### src/rtl/cnn_layer_sequencer_if.sv
// Control/status bundle between the CNN layer sequencer and its layer pipeline.
// master: the sequencer; slave: whoever issues runs and answers with done lines.
interface cnn_layer_sequencer_if #(
    parameter int SAMPLE_W = 16
);
    logic                start;
    logic                abort;
    logic [SAMPLE_W-1:0] num_samples;
    logic                conv_done;
    logic                pool_done;
    logic                fc_done;
    logic                conv_enable;
    logic                pool_enable;
    logic                fc_enable;
    logic [SAMPLE_W-1:0] sample_idx;
    logic                sample_done;
    logic                batch_done;
    logic                busy;
    logic                seq_done;
    logic                timeout_err;
    logic [1:0]          err_layer;

    modport master (
        input  start, abort, num_samples,
        input  conv_done, pool_done, fc_done,
        output conv_enable, pool_enable, fc_enable,
        output sample_idx, sample_done, batch_done,
        output busy, seq_done, timeout_err, err_layer
    );

    modport slave (
        output start, abort, num_samples,
        output conv_done, pool_done, fc_done,
        input  conv_enable, pool_enable, fc_enable,
        input  sample_idx, sample_done, batch_done,
        input  busy, seq_done, timeout_err, err_layer
    );
endinterface

### src/rtl/cnn_layer_sequencer.sv
// Drives conv -> pool -> fc per sample, counts samples/batches and
// guards every stage with a watchdog that parks the block in ERR on a stall.
module cnn_layer_sequencer #(
    parameter int SAMPLE_W       = 16,
    parameter int BATCH_SIZE     = 32,
    parameter int TIMEOUT_W      = 20,
    parameter int TIMEOUT_CYCLES = 1000000
) (
    input logic                  clk,
    input logic                  reset,
    cnn_layer_sequencer_if.master bus
);
    localparam int BW = (BATCH_SIZE > 1) ? $clog2(BATCH_SIZE) : 1;
    localparam logic [BW-1:0] BATCH_LAST = BW'(BATCH_SIZE - 1);
    localparam logic [TIMEOUT_W-1:0] WD_LAST = TIMEOUT_W'(TIMEOUT_CYCLES - 1);

    typedef enum logic [2:0] {IDLE, CONV, POOL, FC, NEXT, ERR} state_t;

    state_t              state_q, state_d;
    logic [SAMPLE_W-1:0] num_q, num_d;
    logic [SAMPLE_W-1:0] idx_q, idx_d;
    logic [BW-1:0]       batch_q, batch_d;
    logic [TIMEOUT_W-1:0] wdog_q;
    logic                conv_q, pool_q, fc_q;
    logic                sample_done_q, sample_done_d;
    logic                batch_done_q, batch_done_d;
    logic                seq_done_q, seq_done_d;
    logic                err_q, err_d;
    logic [1:0]          layer_q, layer_d;

    logic conv_edge, pool_edge, fc_edge;
    logic is_last, wd_hit, batch_end, in_stage;

    assign conv_edge = bus.conv_done & ~conv_q;
    assign pool_edge = bus.pool_done & ~pool_q;
    assign fc_edge   = bus.fc_done & ~fc_q;
    assign is_last   = (idx_q == num_q - SAMPLE_W'(1));
    assign wd_hit    = (wdog_q == WD_LAST);
    assign batch_end = (batch_q == BATCH_LAST);
    assign in_stage  = (state_q == CONV) || (state_q == POOL) || (state_q == FC);

    always_comb begin
        state_d       = state_q;
        num_d         = num_q;
        idx_d         = idx_q;
        batch_d       = batch_q;
        sample_done_d = 1'b0;
        batch_done_d  = 1'b0;
        seq_done_d    = 1'b0;
        err_d         = err_q;
        layer_d       = layer_q;
        if (bus.abort) begin
            state_d = IDLE;
        end else begin
            unique case (state_q)
                IDLE, ERR: begin
                    if (bus.start) begin
                        num_d   = bus.num_samples;
                        idx_d   = '0;
                        batch_d = '0;
                        err_d   = 1'b0;
                        layer_d = 2'd0;
                        if (bus.num_samples == '0) begin
                            seq_done_d = 1'b1;
                            state_d    = IDLE;
                        end else begin
                            state_d = CONV;
                        end
                    end
                end
                CONV: begin
                    if (conv_edge) begin
                        state_d = POOL;
                    end else if (wd_hit) begin
                        state_d = ERR;
                        err_d   = 1'b1;
                        layer_d = 2'd1;
                    end
                end
                POOL: begin
                    if (pool_edge) begin
                        state_d = FC;
                    end else if (wd_hit) begin
                        state_d = ERR;
                        err_d   = 1'b1;
                        layer_d = 2'd2;
                    end
                end
                FC: begin
                    if (fc_edge) begin
                        sample_done_d = 1'b1;
                        batch_done_d  = batch_end | is_last;
                        batch_d       = batch_end ? '0 : batch_q + 1'b1;
                        if (is_last) begin
                            seq_done_d = 1'b1;
                            state_d    = IDLE;
                        end else begin
                            state_d = NEXT;
                        end
                    end else if (wd_hit) begin
                        state_d = ERR;
                        err_d   = 1'b1;
                        layer_d = 2'd3;
                    end
                end
                NEXT: begin
                    idx_d   = idx_q + 1'b1;
                    state_d = CONV;
                end
                default: state_d = IDLE;
            endcase
        end
    end

    always_ff @(posedge clk) begin
        if (reset) begin
            state_q       <= IDLE;
            num_q         <= '0;
            idx_q         <= '0;
            batch_q       <= '0;
            wdog_q        <= '0;
            conv_q        <= 1'b0;
            pool_q        <= 1'b0;
            fc_q          <= 1'b0;
            sample_done_q <= 1'b0;
            batch_done_q  <= 1'b0;
            seq_done_q    <= 1'b0;
            err_q         <= 1'b0;
            layer_q       <= 2'd0;
        end else begin
            state_q       <= state_d;
            num_q         <= num_d;
            idx_q         <= idx_d;
            batch_q       <= batch_d;
            conv_q        <= bus.conv_done;
            pool_q        <= bus.pool_done;
            fc_q          <= bus.fc_done;
            sample_done_q <= sample_done_d;
            batch_done_q  <= batch_done_d;
            seq_done_q    <= seq_done_d;
            err_q         <= err_d;
            layer_q       <= layer_d;
            // Any state change restarts the watchdog for the stage being entered.
            if (state_d != state_q) begin
                wdog_q <= '0;
            end else if (in_stage) begin
                wdog_q <= wdog_q + 1'b1;
            end
        end
    end

    assign bus.conv_enable = (state_q == CONV);
    assign bus.pool_enable = (state_q == POOL);
    assign bus.fc_enable   = (state_q == FC);
    assign bus.busy        = in_stage || (state_q == NEXT);
    assign bus.sample_idx  = idx_q;
    assign bus.sample_done = sample_done_q;
    assign bus.batch_done  = batch_done_q;
    assign bus.seq_done    = seq_done_q;
    assign bus.timeout_err = err_q;
    assign bus.err_layer   = layer_q;
endmodule
### src/flat_wrapper.sv
// flat-port wrapper written by rule: the top's interface ports become plain ports
module cnn_layer_sequencer_flat 
#(
    parameter int SAMPLE_W       = 16,
    parameter int BATCH_SIZE     = 32,
    parameter int TIMEOUT_W      = 20,
    parameter int TIMEOUT_CYCLES = 1000000
)
  (clk, reset, bus_start, bus_abort, bus_num_samples, bus_conv_done, bus_pool_done, bus_fc_done, bus_conv_enable, bus_pool_enable, bus_fc_enable, bus_sample_idx, bus_sample_done, bus_batch_done, bus_busy, bus_seq_done, bus_timeout_err, bus_err_layer);
  cnn_layer_sequencer_if #(.SAMPLE_W(SAMPLE_W)) bus_i ();
  input logic clk;
  input logic reset;
  input wire logic [$bits(bus_i.start)-1:0] bus_start;
  input wire logic [$bits(bus_i.abort)-1:0] bus_abort;
  input wire logic [$bits(bus_i.num_samples)-1:0] bus_num_samples;
  input wire logic [$bits(bus_i.conv_done)-1:0] bus_conv_done;
  input wire logic [$bits(bus_i.pool_done)-1:0] bus_pool_done;
  input wire logic [$bits(bus_i.fc_done)-1:0] bus_fc_done;
  output wire logic [$bits(bus_i.conv_enable)-1:0] bus_conv_enable;
  output wire logic [$bits(bus_i.pool_enable)-1:0] bus_pool_enable;
  output wire logic [$bits(bus_i.fc_enable)-1:0] bus_fc_enable;
  output wire logic [$bits(bus_i.sample_idx)-1:0] bus_sample_idx;
  output wire logic [$bits(bus_i.sample_done)-1:0] bus_sample_done;
  output wire logic [$bits(bus_i.batch_done)-1:0] bus_batch_done;
  output wire logic [$bits(bus_i.busy)-1:0] bus_busy;
  output wire logic [$bits(bus_i.seq_done)-1:0] bus_seq_done;
  output wire logic [$bits(bus_i.timeout_err)-1:0] bus_timeout_err;
  output wire logic [$bits(bus_i.err_layer)-1:0] bus_err_layer;
  assign bus_i.start = bus_start;
  assign bus_i.abort = bus_abort;
  assign bus_i.num_samples = bus_num_samples;
  assign bus_i.conv_done = bus_conv_done;
  assign bus_i.pool_done = bus_pool_done;
  assign bus_i.fc_done = bus_fc_done;
  assign bus_conv_enable = bus_i.conv_enable;
  assign bus_pool_enable = bus_i.pool_enable;
  assign bus_fc_enable = bus_i.fc_enable;
  assign bus_sample_idx = bus_i.sample_idx;
  assign bus_sample_done = bus_i.sample_done;
  assign bus_batch_done = bus_i.batch_done;
  assign bus_busy = bus_i.busy;
  assign bus_seq_done = bus_i.seq_done;
  assign bus_timeout_err = bus_i.timeout_err;
  assign bus_err_layer = bus_i.err_layer;
  cnn_layer_sequencer #(.SAMPLE_W(SAMPLE_W), .BATCH_SIZE(BATCH_SIZE), .TIMEOUT_W(TIMEOUT_W), .TIMEOUT_CYCLES(TIMEOUT_CYCLES)) u_core (.clk(clk), .reset(reset), .bus(bus_i));
endmodule
### config.mk
export PLATFORM = sky130hd
export DESIGN_NAME = cnn_layer_sequencer_flat
export DESIGN_NICKNAME = d
export VERILOG_FILES = /design/src/rtl/cnn_layer_sequencer_if.sv /design/src/rtl/cnn_layer_sequencer.sv /design/src/flat_wrapper.sv
export SDC_FILE = /design/constraint.sdc
export NUM_CORES = 1
export LEC_CHECK = 0
export CAP_MARGIN = 25
export CORE_MARGIN = 1
export CORE_UTILIZATION = 39
export DETAILED_ROUTE_END_ITERATION = 10
export SKIP_CTS_REPAIR_TIMING = 1
export SYNTH_ARGS = -nofsm -noshare
export SYNTH_HDL_FRONTEND = slang
export SYNTH_SLANG_ARGS = --single-unit
### constraint.sdc
create_clock -name clk -period 4.15 [get_ports clk]
set_input_delay 0.83 -clock clk [delete_from_list [all_inputs] [get_ports clk]]
set_output_delay 0.83 -clock clk [all_outputs]
set_load 0.01 [all_outputs]
After elaboration in Yosys (flattened, before gate mapping)

Index checks and enable logic that the tools add are counted.

Bits of input ports: 23
Output and inout bits: 26
Word-level logic and storage cells: 97
Bits in registers: 69

Equal/unequal tests: 17
Add/subtract/negate cells: 4
Reduce and logical (&&, ||, !) cells: 18
Multiplexer cells: 35
Bitwise operators: 10

Operator list:

| cell                    | number |
|---|---|
| $pmux W16 S2            | 1 |
| $mux W3                 | 7 |
| $add A20 B1 Y20 const B | 1 |
| $eq A20 B20 Y1 const B  | 1 |
| $add A16 B1 Y16 const B | 1 |
| $eq A16 B16 Y1          | 1 |
| $logic_not A16 Y1       | 1 |
| $mux W16                | 1 |
| $sub A16 B1 Y16 const B | 1 |
| $mux W5                 | 3 |
| $pmux W3 S5             | 1 |
| $mux W2                 | 7 |
| $mux W1                 | 11 |
| $pmux W5 S2             | 1 |
| $reduce_and A9 Y1       | 1 |
| $ne A2 B1 Y1 const B    | 4 |
| $ne A2 B2 Y1 const B    | 4 |
| $pmux W2 S4             | 1 |
| $eq A3 B2 Y1 const B    | 2 |
| $eq A3 B3 Y1 const B    | 2 |
| $not A1 Y1              | 6 |
| $reduce_and A3 Y1       | 2 |
| $reduce_and A6 Y1       | 1 |
| $reduce_or A2 Y1        | 3 |
| other kinds (15)        | 20 |

Longest topological paths before layout

Depth after elaboration: 8
Depth in mapped cells: 12
Gate-level depth less buffers: 10

Worst setup path before layout

No wires, ideal clock.

Kind: input to register
From: in bus_fc_done
To: reg u_core.wdog_q[1]
Buffers on the path: 0
Required time: 4.074 ns
Setup time: 0.076 ns
Arrival time: 2.713 ns
Cell stages on the path: 8
Path slack: 1.361 ns
Cells stage by stage: nor2b_1 > and3_1 > nor4_1 > o21ai_0 > a211o_1 > nor4_2 > o21ai_0 > o22ai_1

Word-level cells in the longest chain between the ends: 6

RTL lines:

| element                    | line                       | RTL |
|---|---|---|
| from (decl)                | flat_wrapper.sv:18         | `input wire logic [$bits(bus_i.fc_done)-1:0] bus_fc_done;` |
| $and A1 B1 Y1              | cnn_layer_sequencer.sv:36  | `assign fc_edge = bus.fc_done & ~fc_q;` |
| $mux W3                    | cnn_layer_sequencer.sv:90  | `if (fc_edge) begin` |
| $pmux W3 S5                | cnn_layer_sequencer.sv:55  | `unique case (state_q)` |
| $mux W3                    | cnn_layer_sequencer.sv:52  | `if (bus.abort) begin` |
| $ne A3 B3 Y1               | cnn_layer_sequencer.sv:144 | `if (state_d != state_q) begin` |
| $reduce_or A2 Y1 (no line) | -                          |  |
| to (signal assigned)       | cnn_layer_sequencer.sv:147 | `wdog_q <= wdog_q + 1'b1;` |
| to (decl)                  | cnn_layer_sequencer.sv:23  | `logic [TIMEOUT_W-1:0] wdog_q;` |

Every way passes these cells.
A chain may end at the register's enable or synchronous reset.

Final worst setup path

From: in bus_start
To: reg u_core.wdog_q[19]

Word-level cells in the longest chain between the ends: 5

RTL lines:

| element                    | line                       | RTL |
|---|---|---|
| from (decl)                | flat_wrapper.sv:13         | `input wire logic [$bits(bus_i.start)-1:0] bus_start;` |
| $mux W3                    | cnn_layer_sequencer.sv:57  | `if (bus.start) begin` |
| $pmux W3 S5                | cnn_layer_sequencer.sv:55  |  |
| $mux W3                    | cnn_layer_sequencer.sv:52  |  |
| $ne A3 B3 Y1               | cnn_layer_sequencer.sv:144 |  |
| $reduce_or A2 Y1 (no line) | -                          |  |

Every way passes these cells.

==> impl_metrics.toml <==
[routing]
vias = 3375
routed_wl_um = 8970
via_per_inst = 5.28
dr.pass1.iters = 5
ant_nets = 0
drt-initial-drc-count = 100
drc = 0
wire_per_inst_um = 14.0

[synthesis]
ys_seq_area_share_pct = 36.8
synthCells = 462
yosysUniqueCellTypes = 55
yosys_warnings = 0
synth.largest_area_cell = "dfxtp_1"
synth_common_cells = "nor2_1 (79), dfxtp_1 (69), nand2_1 (29)"
synth_fp_nets = 490
synthesis.area_sq_um = 3750
synthTopCellsByArea = "dfxtp_1 (37%), nor2_1 (7.9%), mux2i_1 (6.7%), xor2_1 (6.3%), xnor2_1 (4.9%)"
synth.most_common_cell = "nor2_1"
ys_ff_latch = 69
yosys.area.top_type_share_pct = 36.8
synth-main-ff-cell = "dfxtp_1"
ys_async_sr_fraction_pct = 0
synth_edf_count = 0
syn_area_per_cell_sq_um = 8.13

[cts]
root_buffer = "clkbuf_8"
numCtsBuffers = 9
worstSkewPairLatency_ns = 0.35
clkSinkCount = 69
h-tree-depth = 3
cts_tree = "yes"
clockBufferDepth = 2
clk_pin_slew_ns = 0.08

[pwr]
power.switching_w = 0.000388
ir_drop_v = 0.000148
leakage_nw = 1.75
power_density_nw_per_um2 = 336
sw_frac_of_total_pct = 25.1
comb_power_share_pct = 11.4
seq_power_share_pct = 44.4
power_frac_clock_pct = 44.1
power.internal_w = 0.00116

[timing]
fin_crit_sh_pct = 78.1
period_minus_slack_ns = 3.24
relSlewSlack_pct = 52.5
hold_violations = 0
drv_slew = 0
fmax_mhz = 309
fin_skew_ns = 0.00788
rsz0062_at_grt = "false"
whs_ns = 0.465
worst_pin_slew_ns = 0.706
worst_slack_ns = 0.910
tns_ns = 0
final-setup-viol-count = 0

[worst_setup_path]
cp_slowest_cell = "clkdlybuf4s50_1"
r2r-start = "u_core.wdog_q[13]"
worstPathMaxFanout = 14
endpoint = "u_core.wdog_q[19]"
r2r_end = "u_core.wdog_q[19]"
worst-setup-path-type = "in -> reg"
startpoint = "bus_start"
critical_path_required_ns = 4.37
worstPathCellList = "clkdlybuf4s50_1, nor4b_1, nand4_1, nor4_1, o211ai_1, mux2i_1, nor4_2, nor2_2, nor2_1"
reg2reg_depth = 8
rrSetupSlack_ns = 1.08
arrival_ns = 3.46
cp-end-kind = "flop"
max_stage_delay_ns = 0.62
start_kind = "primary input"

[layout]
final_cell_count_no_fill = 639
diodes = 0
area_growth_pct = 22.4
drive_above_1_share_pct = 5.69
layout.nets = 533

[die]
num_rows = 35
start_util_pct = 40.4
core_area_sq_um = 9280
die_h_um = 100
die_w_um = 100
io_pins = 49
dieArea_sq_um = 10000

[global_route]
grt_pass1_vias = 3096
antenna_found_initial = 0
grt_pass1_wl_um = 15000
grt_max_degree = 35
gr-usage-all-layers_pct = 19.0
grt_overflow = 0

[flow_run]
cap_violations = 0

[placed_design]
place.detailed.hpwl_um = 6690
dp_slack_ns = 0.498
gp_congestion = 0.893
dp.cells = 623
io_buffers = 48

[worst_hold_path]
hold_class = "reg -> reg"

[run_status]
status = "finished clean"
-- power by group through the flow --
| stage | sequential (W) | clock, W | combinational [W] |
|---|---|---|---|
| floorplan | 0.000695 | 0 | 0.000123 |
| detailed placement | 0.000701 | 0 | 0.000175 |
| global placement | 0.000700 | 0 | 0.000174 |
| global route | 0.000687 | 0.000724 | 0.000196 |
| CTS | 0.000685 | 0.000699 | 0.000176 |
| finish | 0.000685 | 0.000681 | 0.000177 |
-- metal layers --
layer | wire [um] | GRT usage [%] | up-vias | part of all wire [%]
li1 | - | - | 1702 | -
met1 | 4240 | 24.2 | 1569 | 47
met2 | 4140 | 31.0 | 86 | 46
met3 | 384 | 4.32 | 18 | 4.3
met4 | 211 | 7.58 | 0 | 2.4
met5 | 0 | 0 | - | 0
-- final cells by class --
type	count	area, sq um
flip-flops and latches	69	1380
well taps	129	161
clock inverters	7	124
multi-input cells	359	2240
fillers	949	4690
inverters	13	48.8
repair buffers	53	518
clock buffers	9	124
-- how the worst min path moves through the flow --
stage | start | end | slack (ns) | cells after the start
2_1_floorplan | u_core.batch_q[4] | u_core.batch_q[4] | 0.44 | 2
3_3_place_gp | u_core.batch_q[4] | u_core.batch_q[4] | 0.44 | 2
3_5_place_dp | u_core.batch_q[4] | u_core.batch_q[4] | 0.45 | 2
4_1_cts | u_core.batch_q[4] | u_core.batch_q[4] | 0.46 | 2
5_1_grt | u_core.batch_q[4] | u_core.batch_q[4] | 0.48 | 2
6_report | u_core.bus.err_layer[1] | u_core.bus.err_layer[1] | 0.47 | 2
-- logic make-up after synthesis --
| family | Yosys count | synth area share, % |
|---|---|---|
| compound gates | 58 | 9.60 |
| xor+xnor | 48 | 11.2 |
| fa+ha+maj | 6 | 1.93 |
| flops | 69 | 36.8 |
| buf+inv | 34 | 3.60 |
| simple gates | 222 | 30.2 |
| mux | 25 | 6.66 |
-- state kept, by name, indices dropped and copies added, names as in the netlist, 2 cells and up --
name and flops:
u_core.wdog_q 20, u_core.bus.sample_idx 16, u_core.num_q 16, u_core.batch_q 5
u_core.state_q 3, u_core.bus.err_layer 2
-- cell usage in the layout (no fill, tap or decap), types with 6 or more instances in the layout --
master           netlist  final
a21oi_1               19     19
a31oi_1                6      6
and3_1                12     12
clkbuf_8               0      9
clkdlybuf4s50_1        0     48
dfxtp_1               69     69
inv_1                 13     13
mux2i_1               25     25
nand2_1               29     29
nand2b_1               9      9
nand3_1               19     19
nand4_1               15     15
nor2_1                79     79
nor2b_1                7      7
nor3_1                10     10
nor4_1                13     13
o21ai_0               13     13
xnor2_1               21     21
xor2_1                27     27
-- worst max-delay path, delay by kind of cell --
kind	cells	cell delay, ns
and+or+nand+nor	6	1.50
muxes	1	0.31
buffers and inverters	1	0.62
AOI/OAI and AO/OA	1	0.18
-- through the flow --
stage	util, %	area [sq um]	power, W
3_3_place_gp	46.8	4350	0.000874
5_1_grt	49.5	4600	0.00161
6_report	49.5	4600	0.00154
4_1_cts	49.5	4600	0.00156
2_1_floorplan	-	3750	0.000818
3_5_place_dp	46.8	4350	0.000876
Note: power is estimated with default switching activity, not from simulation.
